File: config.mk
export PLATFORM = sky130hd
export DESIGN_NAME = disparity_frame_sync
export DESIGN_NICKNAME = d
export VERILOG_FILES = /design/src/rtl/disparity_frame_sync.sv
export SDC_FILE = /design/constraint.sdc
export NUM_CORES = 1
export LEC_CHECK = 0
export ABC_AREA = 1
export BUFFER_PORTS_ARGS = -buffer_cell sky130_fd_sc_hd__buf_4
export CORE_UTILIZATION = 56
export CTS_CLUSTER_SIZE = 20
export DETAILED_ROUTE_END_ITERATION = 8
export GPL_TIMING_DRIVEN = 0
export PLACE_DENSITY_LB_ADDON = 0.3
export SYNTH_ARGS = -nofsm -noshare
export SYNTH_HDL_FRONTEND = slang
export SYNTH_SLANG_ARGS = --single-unit
export TNS_END_PERCENT = 20
File: constraint.sdc
create_clock -name clk -period 2.1 [get_ports clk]
set_clock_uncertainty 0.15 [all_clocks]
set_input_delay 0.42 -clock clk [delete_from_list [all_inputs] [get_ports clk]]
set_output_delay 0.42 -clock clk [all_outputs]
set_load 0.01 [all_outputs]
File: src/rtl/disparity_frame_sync.sv
`default_nettype none
// ============================================================================
// Module      : disparity_frame_sync
// Description : Aligns the census stereo core's disparity stream to raster
//               coordinates, zeroes incomplete-window borders, tags SOF/EOL/EOF
//               and buffers results in a show-ahead valid/ready FIFO.
// Revision    : 1.0 - initial release
// ============================================================================
module disparity_frame_sync #(
  parameter int LINE_LENGTH  = 320,
  parameter int NUM_LINES    = 240,
  parameter int DISP_W       = 7,
  parameter int DISPARITY    = 80,
  parameter int WIN_WIDTH    = 11,
  parameter int WIN_HEIGHT   = 11,
  parameter int PIPE_LATENCY = 12,
  parameter int FIFO_DEPTH   = 16
) (
  input  logic              clk,
  input  logic              rst,
  input  logic              en,
  input  logic              frame_start,
  input  logic [DISP_W-1:0] disp_in,
  output logic              out_valid,
  input  logic              out_ready,
  output logic [DISP_W-1:0] disp_out,
  output logic              out_sof,
  output logic              out_eol,
  output logic              out_eof,
  output logic              overflow,
  output logic              busy
);

  localparam int X_W     = (LINE_LENGTH > 1) ? $clog2(LINE_LENGTH) : 1;
  localparam int Y_W     = (NUM_LINES > 1) ? $clog2(NUM_LINES) : 1;
  localparam int LAT_W   = $clog2(PIPE_LATENCY + 1);
  localparam int PTR_W   = (FIFO_DEPTH > 1) ? $clog2(FIFO_DEPTH) : 1;
  localparam int CNT_W   = $clog2(FIFO_DEPTH + 1);
  localparam int ENTRY_W = DISP_W + 3;

  // First column/row where the census window and disparity search are complete
  localparam int X_MIN = WIN_WIDTH + DISPARITY - 2;
  localparam int Y_MIN = WIN_HEIGHT - 1;

  localparam logic [X_W-1:0]   X_LAST   = X_W'(LINE_LENGTH - 1);
  localparam logic [Y_W-1:0]   Y_LAST   = Y_W'(NUM_LINES - 1);
  localparam logic [LAT_W-1:0] LAT_LAST = LAT_W'(PIPE_LATENCY);
  localparam logic [CNT_W-1:0] CNT_FULL = CNT_W'(FIFO_DEPTH);

  typedef enum logic [1:0] {
    IDLE   = 2'd0,
    FILL   = 2'd1,
    ACTIVE = 2'd2
  } state_t;

  state_t             state, state_next;
  logic [LAT_W-1:0]   lat_cnt, lat_cnt_next;
  logic [X_W-1:0]     x, x_next;
  logic [Y_W-1:0]     y, y_next;
  logic               capture;

  logic [ENTRY_W-1:0] mem [FIFO_DEPTH];
  logic [PTR_W-1:0]   wr_ptr, rd_ptr;
  logic [CNT_W-1:0]   count;
  logic               full, pop, push, drop;
  logic [ENTRY_W-1:0] push_data;
  logic [ENTRY_W-1:0] head;
  logic [DISP_W-1:0]  disp_masked;
  logic               tag_sof, tag_eol, tag_eof;

  // Next-state, raster counters and capture strobe; everything gated by en
  always_comb begin
    state_next   = state;
    lat_cnt_next = lat_cnt;
    x_next       = x;
    y_next       = y;
    capture      = 1'b0;
    if (en) begin
      if (frame_start) begin
        // Restart from any state; the FIFO keeps whatever it already holds
        state_next   = FILL;
        lat_cnt_next = LAT_W'(1);
        x_next       = '0;
        y_next       = '0;
      end else begin
        case (state)
          IDLE: ;
          FILL: begin
            if (lat_cnt == LAT_LAST) begin
              capture    = 1'b1;
              state_next = ACTIVE;
            end else begin
              lat_cnt_next = lat_cnt + LAT_W'(1);
            end
          end
          ACTIVE:  capture    = 1'b1;
          default: state_next = IDLE;
        endcase
        // Raster advances on every capture, even when the FIFO drops it
        if (capture) begin
          if (x == X_LAST) begin
            x_next = '0;
            if (y == Y_LAST) begin
              y_next     = '0;
              state_next = IDLE;
            end else begin
              y_next = y + Y_W'(1);
            end
          end else begin
            x_next = x + X_W'(1);
          end
        end
      end
    end
  end

  // FSM and raster counter registers
  always_ff @(posedge clk or negedge rst) begin
    if (!rst) begin
      state   <= IDLE;
      lat_cnt <= '0;
      x       <= '0;
      y       <= '0;
    end else begin
      state   <= state_next;
      lat_cnt <= lat_cnt_next;
      x       <= x_next;
      y       <= y_next;
    end
  end

  // Border masking and frame markers for the pixel being captured
  always_comb begin
    disp_masked = ((int'(x) >= X_MIN) && (int'(y) >= Y_MIN)) ? disp_in : '0;
    tag_sof     = (x == '0) && (y == '0);
    tag_eol     = (x == X_LAST);
    tag_eof     = tag_eol && (y == Y_LAST);
    push_data   = {disp_masked, tag_sof, tag_eol, tag_eof};
  end

  // FIFO control: a pop frees the slot so a push into a full FIFO still lands
  always_comb begin
    full = (count == CNT_FULL);
    pop  = out_valid && out_ready;
    push = capture && (!full || pop);
    drop = capture && full && !pop;
  end

  // FIFO storage; contents need no reset because the count gates the outputs
  always_ff @(posedge clk) begin
    if (push) begin
      mem[wr_ptr] <= push_data;
    end
  end

  // FIFO pointers, occupancy and sticky overflow flag
  always_ff @(posedge clk or negedge rst) begin
    if (!rst) begin
      wr_ptr   <= '0;
      rd_ptr   <= '0;
      count    <= '0;
      overflow <= 1'b0;
    end else begin
      if (push) begin
        wr_ptr <= wr_ptr + PTR_W'(1);
      end
      if (pop) begin
        rd_ptr <= rd_ptr + PTR_W'(1);
      end
      case ({push, pop})
        2'b10:   count <= count + CNT_W'(1);
        2'b01:   count <= count - CNT_W'(1);
        default: count <= count;
      endcase
      if (en && frame_start) begin
        overflow <= 1'b0;
      end else if (drop) begin
        overflow <= 1'b1;
      end
    end
  end

  // Show-ahead head outputs, forced to zero while the FIFO is empty
  always_comb begin
    out_valid = (count != '0);
    head      = out_valid ? mem[rd_ptr] : '0;
    disp_out  = head[ENTRY_W-1:3];
    out_sof   = head[2];
    out_eol   = head[1];
    out_eof   = head[0];
    busy      = (state != IDLE);
  end

endmodule
`default_nettype wire
# == Word-level counts from Yosys, hierarchy flattened ==
# Memory sizes are Yosys's and may differ from the RTL's.
# Index checks and enable logic that the tools add are counted.
# word_totals
mem_count,1
mem_bits_rw,160
input_bits,12
romBits,0
ff_bits,37
latchBits,0
# op_classes
order_cmp,2
reduce_logical,25
n_addsub,7
n_div,0
eq_ne,9
n_shift,0
n_bitwise,0
n_mux,29
mul,0
# mem_list
memory,words,width,read_ports,rd_clocked_by_memory_dff,write_ports,line_no,rtl
mem,16,10,1,0,1,62,logic [ENTRY_W-1:0] mem [FIFO_DEPTH];
# op_table
cell,count
$mux 8,4
$mux 9,3
$add 4x1->4 const B,3
$mux 4,3
$reduce_bool 2->1,6
$mux 10,1
$mux 2,5
$pmux 5 s2,1
$add 9x1->9 const B,1
$eq 9x9->1 const B,1
$ge 9x7->1 const B,1
$logic_not 9->1,1
$mux 1,9
$add 8x1->8 const B,1
$eq 8x8->1 const B,1
$ge 8x4->1 const B,1
$logic_and 1x1->1,8
$logic_not 8->1,1
$mux 7,1
$reduce_and 3->1,2
$add 5x1->5 const B,1
$eq 5x5->1 const B,1
$reduce_bool 5->1,1
$sub 5x1->5 const B,1
other kinds (11),14

# == Logic depth before layout (Yosys ltp) ==
# Gate-level depths: netlist of run 1.
# logic_depth
ltp_word,11
depth_mapped,18
depth_no_buf,18

# == Least setup slack after synthesis of run 1 ==
# Ideal clock, no wire load.
# synth_timing
kind,register to register
start,register state[1]
end,memory mem[15][0] (netlist bit) (enable)
arrival_time_ns,1.795
setup_time_ns,0.376
n_path_buf,0
path_slack_ns,-0.221
stages_incl_launch_ff,9
path_cell_list,dfrtp_1 inv_1 ha_1 nand4_2 nand2_4 nand3_4 nor2_4 nand2_1 nor2_1
# synth_via
elab_chain_len,9
# synth_lines
element,line_no,rtl
from (decl),56,"state_t state, state_next;"
from (signal assigned),125,state <= state_next;
$eq 2x2->1 or $eq 2x1->1 (tied branches),86,case (state)
$pmux 1 s2 *,86,
$mux 1 *,79,if (frame_start) begin
$mux 1 *,78,if (en) begin
$mux 1 *,79,
$mux 1 *,78,
$logic_and 1x1->1 *,145,push = capture && (!full || pop);
$mux 1 *,151,if (push) begin
$mux 1 (not written as such) *,152,mem[wr_ptr] <= push_data;
to (decl),62,
# Mark *: on every way between the ends. The rest lies on a longest branch, timed or not. The select of a mux whose other input is x is not followed.

# == Final worst setup path of run 1 ==
# layout_timing
start,register rd_ptr[0]
end,output out_sof
# layout_via
elab_chain_len,2
# layout_lines
element,line_no,rtl
from (decl),63,"logic [PTR_W-1:0] wr_ptr, rd_ptr;"
from (signal assigned),168,rd_ptr <= rd_ptr + PTR_W'(1);
$mem_v2 16x10,n/a,
$mux 10,186,head = out_valid ? mem[rd_ptr] : '0;
to (decl),27,"output logic out_sof,"
# Every way passes these cells.

==> qor.json, run 1 <==
{
  "status": {
    "run_status": "finished, violations left",
    "failing_checks": "setup timing"
  },
  "grt": {
    "grt.met3_usage_pct": 6.411,
    "grt_start_max_net_pins": 38,
    "grt_antenna_before_repair": 0,
    "grt_first_pass_wirelength_um": 35710,
    "met2_global_route_usage_pct": 48.68,
    "gr-total-overflow": 0,
    "groute.layer.met1.usage_pct": 39.22,
    "grt-busiest-layer": "met2",
    "grt.total_usage_pct": 30.46,
    "first_global_vias": 6478
  },
  "power_and_ir_drop": {
    "p_int_w": 0.008679,
    "power.ir.vdd_worst_uv": 834.1,
    "power_density_nw_per_um2": 1257,
    "p_leak_nw": 4.126,
    "switching_share_pct": 37.88,
    "power_frac_seq_pct": 32.7,
    "clock_power_share_pct": 23.9,
    "share_comb_of_total_power_pct": 43.4,
    "total_power_w": 0.01397,
    "total_switching_power_w": 0.005293
  },
  "routing": {
    "drt_pre_antenna_iters": 6,
    "drt_iter0_markers": 1229,
    "detail_route.vias_per_cell": 6.485,
    "finalWirelength_um": 25090,
    "routedWlPerCell_um": 23.94,
    "detail-route-antenna-nets": 0,
    "drcViolationCount": 0,
    "vias": 6796
  },
  "die": {
    "fp-row-count": 45,
    "floorplan.die.width_um": 126.5,
    "placeableCoreArea_um2": 15150,
    "floorplan.die.height_um": 126.5,
    "floorplan.initialDensity_pct": 57.27,
    "total_die_area_um2": 15990,
    "num_io_pins": 25
  },
  "layout": {
    "final_cells": 1048,
    "drive_gt1_share_pct": 30.81,
    "fin_nets": 878,
    "area_growth_syn_to_layout_pct": 28.10,
    "area_taken_by_flip_flops_and_latches_um2": 5734,
    "finalCoreUtilization_pct": 73.36,
    "fillerInstances": 881,
    "antenna-diode-count": 0,
    "area_of_the_multi_input_gates_um2": 3173
  },
  "clock_tree": {
    "clk_latency_ns": 0.45,
    "ctsHtreeMaxLevel": 4,
    "cts.sink_count": 197,
    "cts_tree": "done",
    "numCtsBuffers": 17,
    "worst_setup_hold_path_clk_slew_ns": 0.07,
    "clock_tree.root_cell": "sky130_fd_sc_hd__clkbuf_16",
    "cts-root-to-sink-buffers": 2
  },
  "synthesis": {
    "syn_avg_cell_area_um2": 11.40,
    "synth_commonest_cells": "160 x sky130_fd_sc_hd__edfxtp_1, 141 x sky130_fd_sc_hd__nor2_1, 104 x sky130_fd_sc_hd__o21ai_0",
    "postSynthCellCount": 761,
    "synth-edff-count": 160,
    "synth_top_cell_area_share_pct": 55.40,
    "yosysSeqAreaShare_pct": 66.07,
    "syn_std_cell_area_um2": 8673,
    "post_synth_main_area_contributors": "sky130_fd_sc_hd__edfxtp_1 55%, sky130_fd_sc_hd__dfrtp_1 11%, sky130_fd_sc_hd__nor2_1 6.1%",
    "synth-seq-cells": 197,
    "synth_most_common_cell": "sky130_fd_sc_hd__edfxtp_1",
    "ys_warn_count": 0,
    "synthFlopType": "sky130_fd_sc_hd__edfxtp_1",
    "post_synth_net_total": 792,
    "synthDistinctLibCells": 41,
    "synth.largest_area_cell": "sky130_fd_sc_hd__edfxtp_1",
    "ys_async_sr_fraction_pct": 18.78
  },
  "placement": {
    "detailedPlacementHpwl_um": 14040,
    "dp.cells": 974,
    "routabilityCongestion": 0.8521,
    "numPortBuffers": 24,
    "minimum_setup_slack_after_placement_ns": -0.6750
  },
  "timing": {
    "whs_ns": 0.05044,
    "layout_min_cycle_time_ns": 2.774,
    "fmaxAchievable_mhz": 360.5,
    "finalCritPeriodShare_pct": 132.1,
    "grt_setup_unrepaired": "yes",
    "final_critical_path_setup_slack_ns": -0.6740,
    "final_hold_violating_endpoints": 0,
    "slew_violations": 0,
    "slew-limit-headroom_pct": 57.87,
    "finalSetupViolations": 176,
    "worst_pin_slew_ns": 0.6319
  },
  "setup_path": {
    "critical_path.max_stage_delay_ns": 0.44,
    "endpoint_kind": "output pin",
    "cp-start-kind": "flip-flop",
    "data_arrival_time_of_the_worst_path_ns": 2.20,
    "timing.setup.critical_path_class": "reg -> out",
    "cp_cell_sequence": "buf_12, clkinv_4, buf_8, o21ai_1, o221ai_2, nand3_2, a21oi_2, buf_4",
    "worst_path_max_delay_cell": "sky130_fd_sc_hd__dfrtp_2",
    "worst_ep_required_time_ns": 1.53,
    "logic_depth_of_the_worst_register_to_register_path": 19,
    "path_max_fanout": 9
  },
  "run": {
    "maxCapViolations": 0
  },
  "min_path": {
    "worst_hold_path.num_cells": 2,
    "min_path_type": "in -> reg"
  }
}
[sequential cells by signal (all words and copies together) (netlist names)]
signal and cells:
count 5, lat_cnt 4, mem 160, overflow 1, rd_ptr 4, state 2
wr_ptr 4, x 9, y 8
[worst paths after layout]
| check | from | end | slack [ns] |
|---|---|---|---|
| worst max-delay path | rd_ptr[0]$_DFFE_PN0P_ | out_sof | -0.67 |
| worst min-delay path | en | state[1]$_DFFE_PN0P_ | 0.05 |
| worst max register to register | state[1]$_DFFE_PN0P_ | count[4]$_DFFE_PN0P_ | -0.31 |
| worst min register to register | overflow$_DFFE_PN0P_ | overflow$_DFFE_PN0P_ | 0.35 |
| max in group asynchronous | rst | rd_ptr[1]$_DFFE_PN0P_ | 1.07 |
| min in group asynchronous | rst | wr_ptr[0]$_DFFE_PN0P_ | 0.32 |
[final cells by class]
cell class / instances / area share (%)
clock buffer: 18 / 3.863
timing repair buffer: 66 / 6.171
tap: 188 / 2.117
buffer: 31 / 3.773
multi-input combinational: 471 / 28.56
timing repair inverter: 1 / 0.07883
sequential: 197 / 51.61
inverter: 62 / 2.320
clock inverter: 14 / 1.509
[kinds of logic (layout without fill, tap and decap cells)]
kind of cell / count (synthesis) / after routing / synth area share, %
flops: 197 / 197 / 66.07
simple gates: 266 / 266 / 13.69
buf+inv: 93 / 192 / 4.328
compound gates: 176 / 176 / 12.16
xor+xnor: 10 / 10 / 1.010
fa+ha+maj: 19 / 19 / 2.741
[power groups by stage]
stage               combinational, W  clock [W]  sequential, W
floorplan                    0.00247          0        0.00457
global placement             0.00386          0        0.00460
detailed placement           0.00401          0        0.00461
CTS                          0.00519    0.00331        0.00455
global route                 0.00641    0.00347        0.00460
finish                       0.00606    0.00334        0.00457
[placed cells by master, fill, tap and decap left out, drive strengths merged]
master / Yosys / layout
edfxtp: 160 / 160
nor2: 144 / 144
o21ai: 110 / 110
buf: 8 / 73
inv: 58 / 65
nand2: 59 / 59
clkbuf: 23 / 41
nand3: 40 / 40
dfrtp: 37 / 37
o221ai: 26 / 26
ha: 19 / 19
a21oi: 18 / 18
o22ai: 15 / 15
xor2: 10 / 10
nand4: 9 / 9
nor3: 9 / 9
clkinv: 4 / 7
clkinvlp: 0 / 3
a31oi: 2 / 2
nor4: 2 / 2
a211oi: 2 / 2
bufinv: 0 / 2
nor3b: 2 / 2
o211ai: 1 / 1
a2bb2oi: 1 / 1
and3: 1 / 1
o32ai: 1 / 1
dlygate4sd3: 0 / 1
[per-layer routing]
layer  share of wire (%)  wire [um]
met5                   0          0
met4                 5.0       1264
met3                  11       2637
met2                  48      12100
met1                  36       9092
[repair_timing]
item | in CTS | in global routing
setup endpoints to repair | 314 | 300
endpoints found under the hold margin | 37 | 0
cloned | 4 | 3
pin swaps | 26 | 44
gates resized for setup | 183 | 87
setup buffers | 21 | 18
hold buffers | 1 | 0
[worst max-delay path, delay by kind of cell (launching register included)]
kind / cells / cell delay, ns
AND/OR/NAND/NOR: 1 / 0.16
AO/OA/AOI/OAI: 3 / 0.59
buffers and inverters: 4 / 0.55
flip-flops: 1 / 0.44
[metrics by stage]
step	TNS, ns	cell area [um2]
after floorplan	-11.59	8713
after global placement	-152.89	9129
after detailed placement	-156.70	9145
after CTS	-34.67	10660
after global routing	-33.43	11110
final	-17.82	11110
Note: power is estimated with default switching activity, not from simulation.
==> run 2: changes to the inputs <==
- BUFFER_PORTS_ARGS: -buffer_cell sky130_fd_sc_hd__buf_4 -> unset
- CORE_UTILIZATION: 56 -> 57
- DONT_BUFFER_PORTS: unset -> 1
- PLACE_DENSITY_LB_ADDON: 0.3 -> 0.15
==> qor.json, run 2 (synthesized netlist as in run 1, its figures left out) <==
{
  "status": {
    "run_status": "finished, violations left",
    "failing_checks": "setup timing"
  },
  "setup_path": {
    "cp_cell_sequence": "buf_12, clkinv_16, clkbuf_16, nor2_1, o22ai_1, nor2_1, nor2_1, o21ai_2, a21oi_4",
    "worst_path_max_delay_cell": "sky130_fd_sc_hd__dfrtp_2",
    "family_with_the_most_delay_on_the_worst_path": "compound AO/OA/AOI/OAI gates",
    "endpoint_kind": "output pin",
    "path_max_fanout": {"value": 7, "change": "-2"},
    "path_common_cell": "sky130_fd_sc_hd__nor2_1",
    "data_arrival_time_of_the_worst_path": {"value": 2.09, "unit": "ns", "change": "-0.11 ns"},
    "timing.setup.critical_path_class": "reg -> out",
    "cp-start-kind": "flip-flop",
    "worst_ep_required_time": {"value": 1.53, "unit": "ns", "change": "about the same"},
    "worstPathBufferInverterCount": {"value": 3, "change": "-1"},
    "critical_path.max_stage_delay": {"value": 0.45, "unit": "ns", "change": "about the same"}
  },
  "layout": {
    "area_growth_syn_to_layout_pct": 30.60,
    "final_cells": {"value": 1034, "change": "-1.3%"},
    "fin_nets": {"value": 868, "change": "-1.1%"},
    "largest_register_ffs": {"value": 160, "change": "unchanged"},
    "layout_top_registers": "mem x160, x x9, y x8",
    "regMostFlops": "mem",
    "area_taken_by_flip_flops_and_latches": {"value": 5734, "unit": "um2", "change": "unchanged"},
    "fin_area": {"value": 11330, "unit": "um2", "change": "+1.9%"},
    "drive_gt1_share": {"value": 31.76, "unit": "%", "change": "+0.95 points"},
    "area_of_the_multi_input_gates": {"value": 3326, "unit": "um2", "change": "+4.8%"},
    "commonest_non_fill_non_tap_cell_in_the_layout": "sky130_fd_sc_hd__edfxtp_1",
    "layout.cells.most_common_list": "160 x sky130_fd_sc_hd__edfxtp_1, 103 x sky130_fd_sc_hd__nor2_1, 70 x sky130_fd_sc_hd__o21ai_0, 45 x sky130_fd_sc_hd__nand2_1, 43 x sky130_fd_sc_hd__inv_1",
    "fillerInstances": {"value": 818, "change": "-7.2%"},
    "antenna-diode-count": {"value": 0, "change": "unchanged"}
  },
  "timing": {
    "slew_violations": {"value": 0, "change": "unchanged"},
    "worst_pin_slew": {"value": 0.6684, "unit": "ns", "change": "+0.03649 ns"},
    "finalSetupTns": {"value": -26.47, "unit": "ns", "change": "-8.654 ns"},
    "layout_min_cycle_time": {"value": 2.662, "unit": "ns", "change": "-0.1120 ns"},
    "final_hold_violating_endpoints": {"value": 0, "change": "unchanged"},
    "slew-limit-headroom": {"value": 55.44, "unit": "%", "change": "-2.4 points"},
    "final_critical_path_setup_slack": {"value": -0.5620, "unit": "ns", "change": "+0.1120 ns"},
    "fmaxAchievable": {"value": 375.7, "unit": "MHz", "change": "+4.2%"},
    "finalSetupViolations": {"value": 183, "change": "+4.0%"},
    "grt_setup_unrepaired": "yes",
    "finalCritPeriodShare": {"value": 126.8, "unit": "%", "change": "-5.3 points"}
  },
  "min_path": {
    "min_path_type": "in -> reg"
  },
  "placement": {
    "numPortBuffers": {"value": 0, "change": "-100%"},
    "detailedPlacementHpwl": {"value": 14090, "unit": "um", "change": "+0.35%"},
    "routabilityCongestion": {"value": 0.8870, "change": "+4.1%"},
    "minimum_setup_slack_after_placement": {"value": -0.7611, "unit": "ns", "change": "-0.08611 ns"},
    "dp.cells": {"value": 946, "change": "-2.9%"},
    "placedInstanceArea": {"value": 8960, "unit": "um2", "change": "-2.0%"}
  },
  "routing": {
    "drt_iter0_markers": {"value": 832, "change": "-32%"},
    "drcViolationCount": {"value": 0, "change": "unchanged"},
    "detail-route-antenna-nets": {"value": 0, "change": "unchanged"},
    "finalWirelength": {"value": 25750, "unit": "um", "change": "+2.6%"},
    "routedWlPerCell": {"value": 24.90, "unit": "um", "change": "+4.0%"},
    "detail_route.vias_per_cell": {"value": 6.504, "change": "+0.30%"},
    "drt_pre_antenna_iters": {"value": 7, "change": "+1"},
    "vias": {"value": 6725, "change": "-1.0%"}
  },
  "power_and_ir_drop": {
    "p_leak": {"value": 4.073, "unit": "nW", "change": "-1.3%"},
    "power_density": {"value": 1233, "unit": "nW/um2", "change": "-2.0%"},
    "power.ir.vdd_worst": {"value": 676.7, "unit": "uV", "change": "-19%"}
  },
  "grt": {
    "grt.total_usage": {"value": 32.72, "unit": "%", "change": "+2.3 points"},
    "grt_first_pass_wirelength": {"value": 37370, "unit": "um", "change": "+4.7%"},
    "grt_antenna_before_repair": {"value": 0, "change": "unchanged"},
    "first_global_vias": {"value": 6491, "change": "+0.20%"},
    "gr-total-overflow": {"value": 0, "change": "unchanged"},
    "grt_start_max_net_pins": {"value": 38, "change": "unchanged"}
  },
  "die": {
    "fp-row-count": {"value": 44, "change": "-2.2%"},
    "floorplan.initialDensity": {"value": 59.01, "unit": "%", "change": "+1.7 points"},
    "placeableCoreArea": {"value": 14700, "unit": "um2", "change": "-2.9%"},
    "total_die_area": {"value": 15710, "unit": "um2", "change": "-1.7%"},
    "floorplan.die.height": {"value": 125.4, "unit": "um", "change": "-0.87%"},
    "floorplan.die.width": {"value": 125.4, "unit": "um", "change": "-0.87%"},
    "num_io_pins": {"value": 25, "change": "unchanged"}
  },
  "run": {
    "maxCapViolations": {"value": 0, "change": "unchanged"}
  },
  "clock_tree": {
    "clk_latency": {"value": 0.45, "unit": "ns", "change": "about the same"},
    "ctsHtreeMaxLevel": {"value": 4, "change": "unchanged"},
    "worst_setup_hold_path_clk_slew": {"value": 0.07, "unit": "ns", "change": "about the same"},
    "clock_tree.root_cell": "sky130_fd_sc_hd__clkbuf_16",
    "cts.sink_count": {"value": 197, "change": "unchanged"},
    "numCtsBuffers": {"value": 17, "change": "unchanged"},
    "cts_tree": "done",
    "cts-root-to-sink-buffers": {"value": 2, "change": "unchanged"}
  }
}
-- run 2: changes by cell type in the layout (fill, tap and decap cells not counted), sizes merged --
| cell | previous run | this run |
|---|---|---|
| buf | 73 | 60 |
| clkinvlp | 3 | 4 |
| inv | 65 | 59 |
| dlygate4sd3 | 1 | 3 |
| clkbuf | 41 | 43 |
| clkinv | 7 | 11 |
-- run 2: worst paths after layout --
kind | startpoint | end | slack [ns] | cells past startpoint
worst min register to register | x[3]$_DFFE_PN0P_ | x[3]$_DFFE_PN0P_ | 0.37 | 1
worst max-delay path | rd_ptr[0]$_DFFE_PN0P_ | disp_out[1] | -0.56 | 9
min in group asynchronous | rst | y[1]$_DFFE_PN0P_ | 0.28 | 2
worst min-delay path | out_ready | overflow$_DFFE_PN0P_ | 0.02 | 3
worst max register to register | state[1]$_DFFE_PN0P_ | count[4]$_DFFE_PN0P_ | -0.30 | 20
max in group asynchronous | rst | rd_ptr[0]$_DFFE_PN0P_ | 1.30 | 2
-- run 2: timing repair --
action | 4_1_cts | 5_1_grt
pin swaps | 41 | 46
buffers inserted | 28 | 16
setup endpoints to repair | 314 | 301
resized for setup | 209 | 109
hold buffers | 4 | 0
hold endpoints to repair | 39 | 0
cloned | 8 | 5
-- run 2: worst reg2reg max path: stages (launching register included) --
cell                      delay, ns
sky130_fd_sc_hd__dfrtp_1       0.40
sky130_fd_sc_hd__inv_2         0.12
sky130_fd_sc_hd__ha_4          0.17
sky130_fd_sc_hd__nand4_4       0.13
sky130_fd_sc_hd__nand2_4       0.10
sky130_fd_sc_hd__nand3_4       0.09
sky130_fd_sc_hd__buf_4         0.16
sky130_fd_sc_hd__buf_6         0.12
sky130_fd_sc_hd__nand2_8       0.08
sky130_fd_sc_hd__nand2_4       0.05
sky130_fd_sc_hd__nand2_2       0.06
sky130_fd_sc_hd__inv_2         0.04
sky130_fd_sc_hd__ha_2          0.16
sky130_fd_sc_hd__inv_2         0.06
sky130_fd_sc_hd__nand2_2       0.06
sky130_fd_sc_hd__nand3_2       0.07
sky130_fd_sc_hd__nand2_1       0.06
sky130_fd_sc_hd__nand3_1       0.08
sky130_fd_sc_hd__nand2_1       0.07
sky130_fd_sc_hd__nand2_1       0.05
sky130_fd_sc_hd__nand2_1       0.04
-- run 2: final cells by class --
| cell class | instances | share of cell area [%] |
|---|---|---|
| multi-input cells | 471 | 29.36 |
| clock inverters | 13 | 1.182 |
| repair buffers | 58 | 6.970 |
| plain buffers | 29 | 3.435 |
| repair inverters | 1 | 0.1436 |
| well taps | 184 | 2.032 |
| flip-flops and latches | 197 | 50.62 |
| inverters | 62 | 2.430 |
| clock buffers | 19 | 3.822 |
-- run 2: per-layer routing --
layer / GRT usage (%) / wire, um / vias up
met5: 0 / 0 / -
met4: 16.00 / 1151 / 0
met3: 5.819 / 2207 / 98
met2: 55.01 / 12990 / 408
met1: 41.27 / 9397 / 3324
li1: - / - / 2895
-- run 2: metrics by stage --
| step | util, % | total power (W) | hold WS [ns] |
|---|---|---|---|
| final | 77.06 | 0.01396 | 0.01882 |
| after global routing | 77.06 | 0.01444 | 0.03515 |
| after CTS | 73.31 | 0.01286 | 0.02402 |
| after detailed placement | 60.96 | 0.008253 | -0.02476 |
| after global placement | 60.84 | 0.008119 | -0.02473 |
| after floorplan | - | 0.007040 | -0.02559 |
-- run 2: power breakdown --
group | total (W) | switching (W) | internal (W) | leakage, nW
registers | 0.00459 | 0.000223 | 0.00437 | 1.92
clock network | 0.00322 | 0.00148 | 0.00175 | 0.264
logic | 0.00615 | 0.00369 | 0.00245 | 1.89
total | 0.0140 | 0.00539 | 0.00857 | 4.07
